$ cat config.mk
export PLATFORM = sky130hd
export DESIGN_NAME = digit_scan_sequencer
export DESIGN_NICKNAME = d
export VERILOG_FILES = /design/src/rtl/digit_scan_sequencer.sv
export SDC_FILE = /design/constraint.sdc
export NUM_CORES = 1
export LEC_CHECK = 0
export BUFFER_PORTS_ARGS = -buffer_cell sky130_fd_sc_hd__clkbuf_2
export CORE_MARGIN = 4
export CORE_UTILIZATION = 43
export CTS_CLUSTER_DIAMETER = 60
export DETAILED_ROUTE_END_ITERATION = 10
export GPL_TIMING_DRIVEN = 0
export SLEW_MARGIN = 20
export SYNTH_ARGS = -nofsm -noshare
export SYNTH_HDL_FRONTEND = slang
export SYNTH_SLANG_ARGS = --single-unit
$ cat constraint.sdc
create_clock -name clk -period 3.45 [get_ports clk]
set_clock_uncertainty 0.05 [all_clocks]
set_input_delay 0.1725 -clock clk [delete_from_list [all_inputs] [get_ports clk]]
set_output_delay 0.1725 -clock clk [all_outputs]
set_load 0.01 [all_outputs]
$ cat src/rtl/digit_scan_sequencer.sv
// Scan sequencer for an 8-position display/strobe array: walks a 3-bit index
// through the active positions with a blanking gap before each one.
module digit_scan_sequencer #(
  parameter int CLK_DIV      = 50000,
  parameter int BLANK_CYCLES = 16
) (
  input  logic       clk,
  input  logic       reset,
  input  logic       run,
  input  logic [7:0] digit_mask,
  output logic [2:0] sel,
  output logic       sel_en,
  output logic       slot_start,
  output logic       frame_done
);

  localparam int MAX_LEN = (CLK_DIV > BLANK_CYCLES) ? CLK_DIV : BLANK_CYCLES;
  localparam int CW      = $clog2(MAX_LEN + 1);
  localparam logic [CW-1:0] BLANK_LOAD = CW'(BLANK_CYCLES);
  localparam logic [CW-1:0] SHOW_LOAD  = CW'(CLK_DIV);

  typedef enum logic [1:0] {
    IDLE  = 2'd0,
    BLANK = 2'd1,
    SHOW  = 2'd2
  } state_t;

  state_t        state;
  logic [CW-1:0] cnt;

  logic [2:0] first_pos;
  logic [2:0] next_pos;
  logic       last_cycle;
  logic       wrap;
  logic       keep_going;

  // Lowest set bit of the mask; only meaningful when the mask is non-zero.
  always_comb begin
    first_pos = 3'd0;
    for (int i = 7; i >= 0; i--) begin
      if (digit_mask[i]) first_pos = 3'(i);
    end
  end

  // First set bit strictly after sel, searching cyclically; k=8 lands back on
  // sel itself, which covers the single-active-bit case.
  always_comb begin
    logic [2:0] p;
    logic       found;
    next_pos = sel;
    found    = 1'b0;
    p        = sel;
    for (int k = 1; k <= 8; k++) begin
      p = sel + 3'(k);
      if (!found && digit_mask[p]) begin
        next_pos = p;
        found    = 1'b1;
      end
    end
  end

  assign last_cycle = (cnt == {{(CW-1){1'b0}}, 1'b1});
  assign wrap       = (next_pos <= sel);
  assign keep_going = run && (digit_mask != 8'h00);

  always_ff @(posedge clk or posedge reset) begin
    if (reset) begin
      state      <= IDLE;
      cnt        <= '0;
      sel        <= 3'd0;
      sel_en     <= 1'b0;
      slot_start <= 1'b0;
      frame_done <= 1'b0;
    end else begin
      slot_start <= 1'b0;
      frame_done <= 1'b0;
      case (state)
        IDLE: begin
          sel_en <= 1'b0;
          if (keep_going) begin
            sel   <= first_pos;
            state <= BLANK;
            cnt   <= BLANK_LOAD;
          end
        end
        BLANK: begin
          if (last_cycle) begin
            state      <= SHOW;
            cnt        <= SHOW_LOAD;
            sel_en     <= 1'b1;
            slot_start <= 1'b1;
          end else begin
            cnt <= cnt - 1'b1;
          end
        end
        SHOW: begin
          // run/mask are only consulted here, so a slot is never cut short.
          if (last_cycle) begin
            sel_en <= 1'b0;
            if (!keep_going) begin
              state <= IDLE;
              cnt   <= '0;
            end else begin
              sel        <= next_pos;
              state      <= BLANK;
              cnt        <= BLANK_LOAD;
              frame_done <= wrap;
            end
          end else begin
            cnt <= cnt - 1'b1;
          end
        end
        default: begin
          state  <= IDLE;
          cnt    <= '0;
          sel_en <= 1'b0;
        end
      endcase
    end
  end

endmodule
Yosys cells after proc, flatten, opt, wreduce, memory -nomap -nowiden
Cells that the tools add are included.
{"block": "op_classes", "n_lt_le_gt_ge": 9, "mux": 61, "reduce_logical": 21, "n_eq_ne": 7, "add_sub_neg": 8}
{"cell": "3-bit 2-to-1 mux", "n": 19}
{"cell": "16-bit 2-to-1 mux", "n": 3}
{"cell": "16-bit one-hot mux with 3 select lines", "n": 1}
{"cell": "3-bit by 4-bit less-than comparator with 1-bit output, second input constant", "n": 8}
{"cell": "1-bit binary-select mux with 3-bit select", "n": 8}
{"cell": "1-bit 2-to-1 mux", "n": 23}
{"cell": "16-bit by 1-bit == test with 1-bit output, second input constant", "n": 1}
{"cell": "16-bit by 1-bit subtractor with 16-bit output, second input constant", "n": 1}
{"cell": "3-bit adder, second input constant", "n": 4}
{"cell": "1-bit logical AND", "n": 8}
{"cell": "2-bit != test, second input constant", "n": 4}
{"cell": "8-bit nonzero test", "n": 1}
{"cell": "1-bit zero test", "n": 7}
{"cell": "3-bit by 2-bit adder with 3-bit output, second input constant", "n": 2}
{"cell": "2-bit 2-to-1 mux", "n": 3}
{"cell": "2-bit one-hot mux with 3 select lines", "n": 1}
{"cell": "3-bit one-hot mux with 2 select lines", "n": 1}
{"cell": "5-bit 2-to-1 mux", "n": 1}
{"cell": "4-bit AND reduction", "n": 1}
{"cell": "3-bit by 1-bit adder with 3-bit output, second input constant", "n": 1}
{"cell": "3-bit <= comparator", "n": 1}
{"cell": "3-bit AND reduction", "n": 1}
{"cell": "2-bit by 1-bit == test with 1-bit output, second input constant", "n": 1}
{"cell": "2-bit == test, second input constant", "n": 1}
{"cell": "4 further kinds", "n": 4}
{"block": "word_totals", "ff_bits": 24, "inputBits": 11}

Longest topological paths before layout
{"block": "logic_depth", "ltp_word": 29, "ltp_mapped": 18, "ltp_nobuf": 14}

Least setup slack after synthesis
OpenSTA, ideal clock, no wires.
{"block": "synth_timing", "path_type": "reg2reg", "startpoint": "register sel[0]", "endpoint": "register frame_done", "t_arrival_ps": 3525, "path_stages_with_launch": 17, "period_less_slack_ps": 3676, "setup_time_ps": 101, "slack_ps": -226, "required_ps": 3299, "cell_sequence": "dfrtp_1 -> buf_6 -> buf_12 -> inv_1 -> ha_1 -> buf_6 -> mux2_4 -> mux4_2 -> nor2_4 -> o211ai_2 -> nand2b_4 -> a2111oi_2 -> nor2_1 -> ha_1 -> a21oi_1 -> a31oi_1 -> nor4_1"}
{"block": "synth_between", "elab_chain_cells": 29, "word_cells_on_any_way": 56}
{"element": "from (decl)", "line_no": "11", "text": "output logic [2:0] sel,"}
{"element": "from (signal assigned)", "line_no": "81", "text": "sel <= first_pos;"}
{"element": "from (signal assigned)", "line_no": "104", "text": "sel <= next_pos;"}
{"element": "3-bit by 1-bit adder with 3-bit output", "line_no": "54", "text": "p = sel + 3'(k);"}
{"element": "1-bit binary-select mux with 3-bit select", "line_no": "55", "text": "if (!found && digit_mask[p]) begin"}
{"element": "1-bit 2-to-1 mux (not written as such)", "line_no": "55"}
{"element": "1-bit 2-to-1 mux", "line_no": "55"}
{"element": "1-bit zero test", "line_no": "55"}
{"element": "1-bit logical AND", "line_no": "55"}
{"element": "1-bit 2-to-1 mux", "line_no": "55"}
{"element": "1-bit zero test", "line_no": "55"}
{"element": "(+13 left out)"}
{"element": "1-bit 2-to-1 mux", "line_no": "55"}
{"element": "1-bit zero test", "line_no": "55"}
{"element": "1-bit logical AND", "line_no": "55"}
{"element": "3-bit 2-to-1 mux", "line_no": "55"}
{"element": "3-bit <= comparator *", "line_no": "63", "text": "assign wrap = (next_pos <= sel);"}
{"element": "1-bit 2-to-1 mux *", "line_no": "100", "text": "if (!keep_going) begin"}
{"element": "1-bit 2-to-1 mux *", "line_no": "98", "text": "if (last_cycle) begin"}
{"element": "1-bit 2-to-1 mux *", "line_no": "77", "text": "case (state)"}
{"element": "to (signal assigned)", "line_no": "107", "text": "frame_done <= wrap;"}
{"element": "to (decl)", "line_no": "14", "text": "output logic frame_done"}
Every way passes the cells marked *; elsewhere a longest branch is shown, timed or not. The select of a mux whose other input is x is not followed.
A chain may end at the register's enable or synchronous reset.

Final worst setup path
Ends and elaborated chain as after synthesis.

==> impl_results.md <==
* Status: finished, violations left
* Failing checks: setup timing
* Core Area at about 5600 um^2
* Root buf cell: clkbuf_8
* Required @ worst endpoint at 3570 ps
* TritonCTS Buffers at 3
* Post-DP HPWL at ~4.7 mm
* CTS tree: done
* Tot GR Track Use at between 10% and 20%
* Most frequent cell after synthesis: nor2_1
* Initial Util at about 45%
* Die H at between 80 and 90 um
* Detailed-route via count at around 2,400
* Setup ws final at -46.5 ps
* Crit path launch: sel[0]$_DFFE_PP0P_
* Worst Max-Slew Pin Slew at 935 ps
* Synth top area cells: dfrtp_1, mux4_2, o21ai_0
* Largest area contributor in the netlist: dfrtp_1
* Flops & latches, synth at 24
* IO Count at 17
* Die footprint at roughly 7200 um^2
* Sequential cell area fraction in the yosys report at about a quarter
* Fin crit share at 101%
* Net Count, Synth at 308
* Largest net degree at the start of global routing at 25
* MaxCap Viol Count at 0
* Global-route wire length before repair at approximately 11 mm
* Worst-skew pair later-pin latency at roughly 270 ps
* FP Rows at 27
* Mapped Avg Cell Area at around 8.8 um^2
* Starting DRT DRC Count at 170
* Hold_ws at 24.1 ps
* GR Overflow Total at 0
* Setup repair after global routing missed its margin: yes
* Critical Path Fanout Max at 4
* Hold/Removal Path Class: primary input to async pin
* Syn Std Cell Area at approximately 2500 um^2
* CTS hold repair buffers at 0
* I/O Buffers at 15
* Fillers at around 560
* CTS sink cnt at 24
* Async SR Flop Fraction at 100%
* Startpoint types: register
* CP Class: register to register
* Max clock buf depth at 2
* Area growth syn-to-layout at 19.0%
* Total power draw at approximately 3.1 mW
* Slew headroom at a little under two fifths
* DR WL/cell at around 17 um
* Routed WL at 6.67 mm
* Layout Utilization at about 54%
* Placement Setup Slack at -382 ps
* H-tree depth at 1
* Kind of end point of the critical path: register
* Critical R2R Launch: sel[0]$_DFFE_PP0P_
* Die Span X at approximately 85 um
* Pwr/cell area at around 1000 nW/um^2
* Initial DRT Pass Iterations at 4
* Routability Congestion at 0.831
* Ant diodes at 0
* Arrival time at the worst endpoint at about 3600 ps
* Nets at 342
* Hold violation total from the final report at 0
* Min cycle time layout at around 3500 ps
* Worst-path clk slew at about 90 ps
* Yosys top cell area share at between 20% and 30%
* Ys flop type: dfrtp_1
* DR DRC count at 0
* Top cells by count, synth: nor2_1, o21ai_0, dfrtp_1, nand2_1, a21oi_1
* Synth warnings at 0
* Leak at approximately 1.2 nW
* Worst vdd ir at about 510 uV
* Post-synth EDFFs at 0
* Final Slew Violations at 0
* Fmax at 286 MHz
* Initial antenna violation count at 0
* Post-DRT Antenna Nets at 0
* Synth Instances at 290
* Layout cells sized above 1 at between 20 and 30%
* Vias per std cell at roughly 6.0
* Vias in the first global route at around 2,100
* Setup violators final at 1
* Library cells used by synthesis at 70
flip-flops by register name, summed over array words and instances, names as in the netlist:
register    count
sel             3
slot_start      1
state           2
frame_done      1
cnt            16
sel_en          1
cells by family (layout without fill, tap and decap cells):
group | count (synthesis) | in the layout | synth area share [%]
AO/OA/AOI/OAI | 86 | 86 | 22.8
flip-flops | 24 | 24 | 23.6
buffers and inverters | 34 | 67 | 8.11
multiplexers | 29 | 29 | 18.6
adder cells (fa/ha/maj) | 7 | 7 | 3.44
XOR/XNOR | 6 | 6 | 2.06
AND/OR/NAND/NOR | 104 | 104 | 21.5
per-stage QoR:
| stage | cells | TNS, ps | area, um^2 |
|---|---|---|---|
| 6_report | 395 | -46.5 | 3030 |
| 5_1_grt | 395 | -205 | 3030 |
| 4_1_cts | 393 | -200 | 2940 |
| 3_5_place_dp | 377 | -382 | 2760 |
| 3_3_place_gp | 377 | -351 | 2760 |
| 2_1_floorplan | 290 | 0 | 2590 |
worst max-delay path, stage by stage (launching register included):
cell	delay, ps
dfrtp_2	420
buf_8	130
buf_12	120
clkinv_8	40
ha_4	160
buf_8	100
mux2_4	280
mux4_2	540
nor2_4	150
o211ai_4	110
nand2b_4	170
a2111oi_4	350
nor2_1	90
ha_1	300
a21oi_1	130
a31oi_1	60
nor4_1	190
layer usage:
metal / wire (um) / track usage (%)
met1: 3360 / 28.2
met2: 2990 / 27.3
met3: 297 / 3.98
met4: 26 / 1.29
met5: 0 / 0
worst paths after layout:
path | depth (start not counted) | slack [ps] | endpoint
setup reg to reg | 16 | -50 | frame_done$_DFF_PP0_
setup / recovery | 16 | -50 | frame_done$_DFF_PP0_
hold / removal | 2 | 20 | sel_en$_DFFE_PP0P_
hold reg to reg | 2 | 460 | sel_en$_DFFE_PP0P_
min in group clk | 3 | 170 | frame_done$_DFF_PP0_
max in group asynchronous | 2 | 2680 | sel[1]$_DFFE_PP0P_
cell usage in the layout (no fill, tap or decap), drive strengths merged, types with 5 or more instances in the layout:
master / instances
nor3: 8
mux2i: 9
buf: 26
a21oi: 22
nand2b: 8
xnor2: 5
clkbuf: 27
nor4: 6
dfrtp: 24
ha: 7
nor2: 32
nand2: 24
o21ai: 27
mux4: 13
nand3: 8
inv: 11
a31oi: 6
mux2: 7
power by group:
group,total [mW],switching (mW),internal [mW]
clock,0.195,0.0934,0.102
sequential,0.503,0.117,0.386
combinational,2.44,1.27,1.16
total,3.14,1.48,1.65
timing repair:
| action | 4_1_cts | 5_1_grt |
|---|---|---|
| resized for setup | 11 | 12 |
| pin swaps | 8 | 10 |
| endpoints found under the setup margin | 1 | 1 |
| buffers inserted | 13 | 3 |
layout make-up:
type,count,area [um^2],share of cell area [%]
sequential,24,603,19.9
buffer,19,170,5.62
timing repair buffer,31,199,6.56
tap,72,90.1,2.97
multi-input combinational,232,1850,61.0
inverter,13,65.1,2.15
clock buffer,4,55.1,1.82
Power figures use the tool's default switching activity.
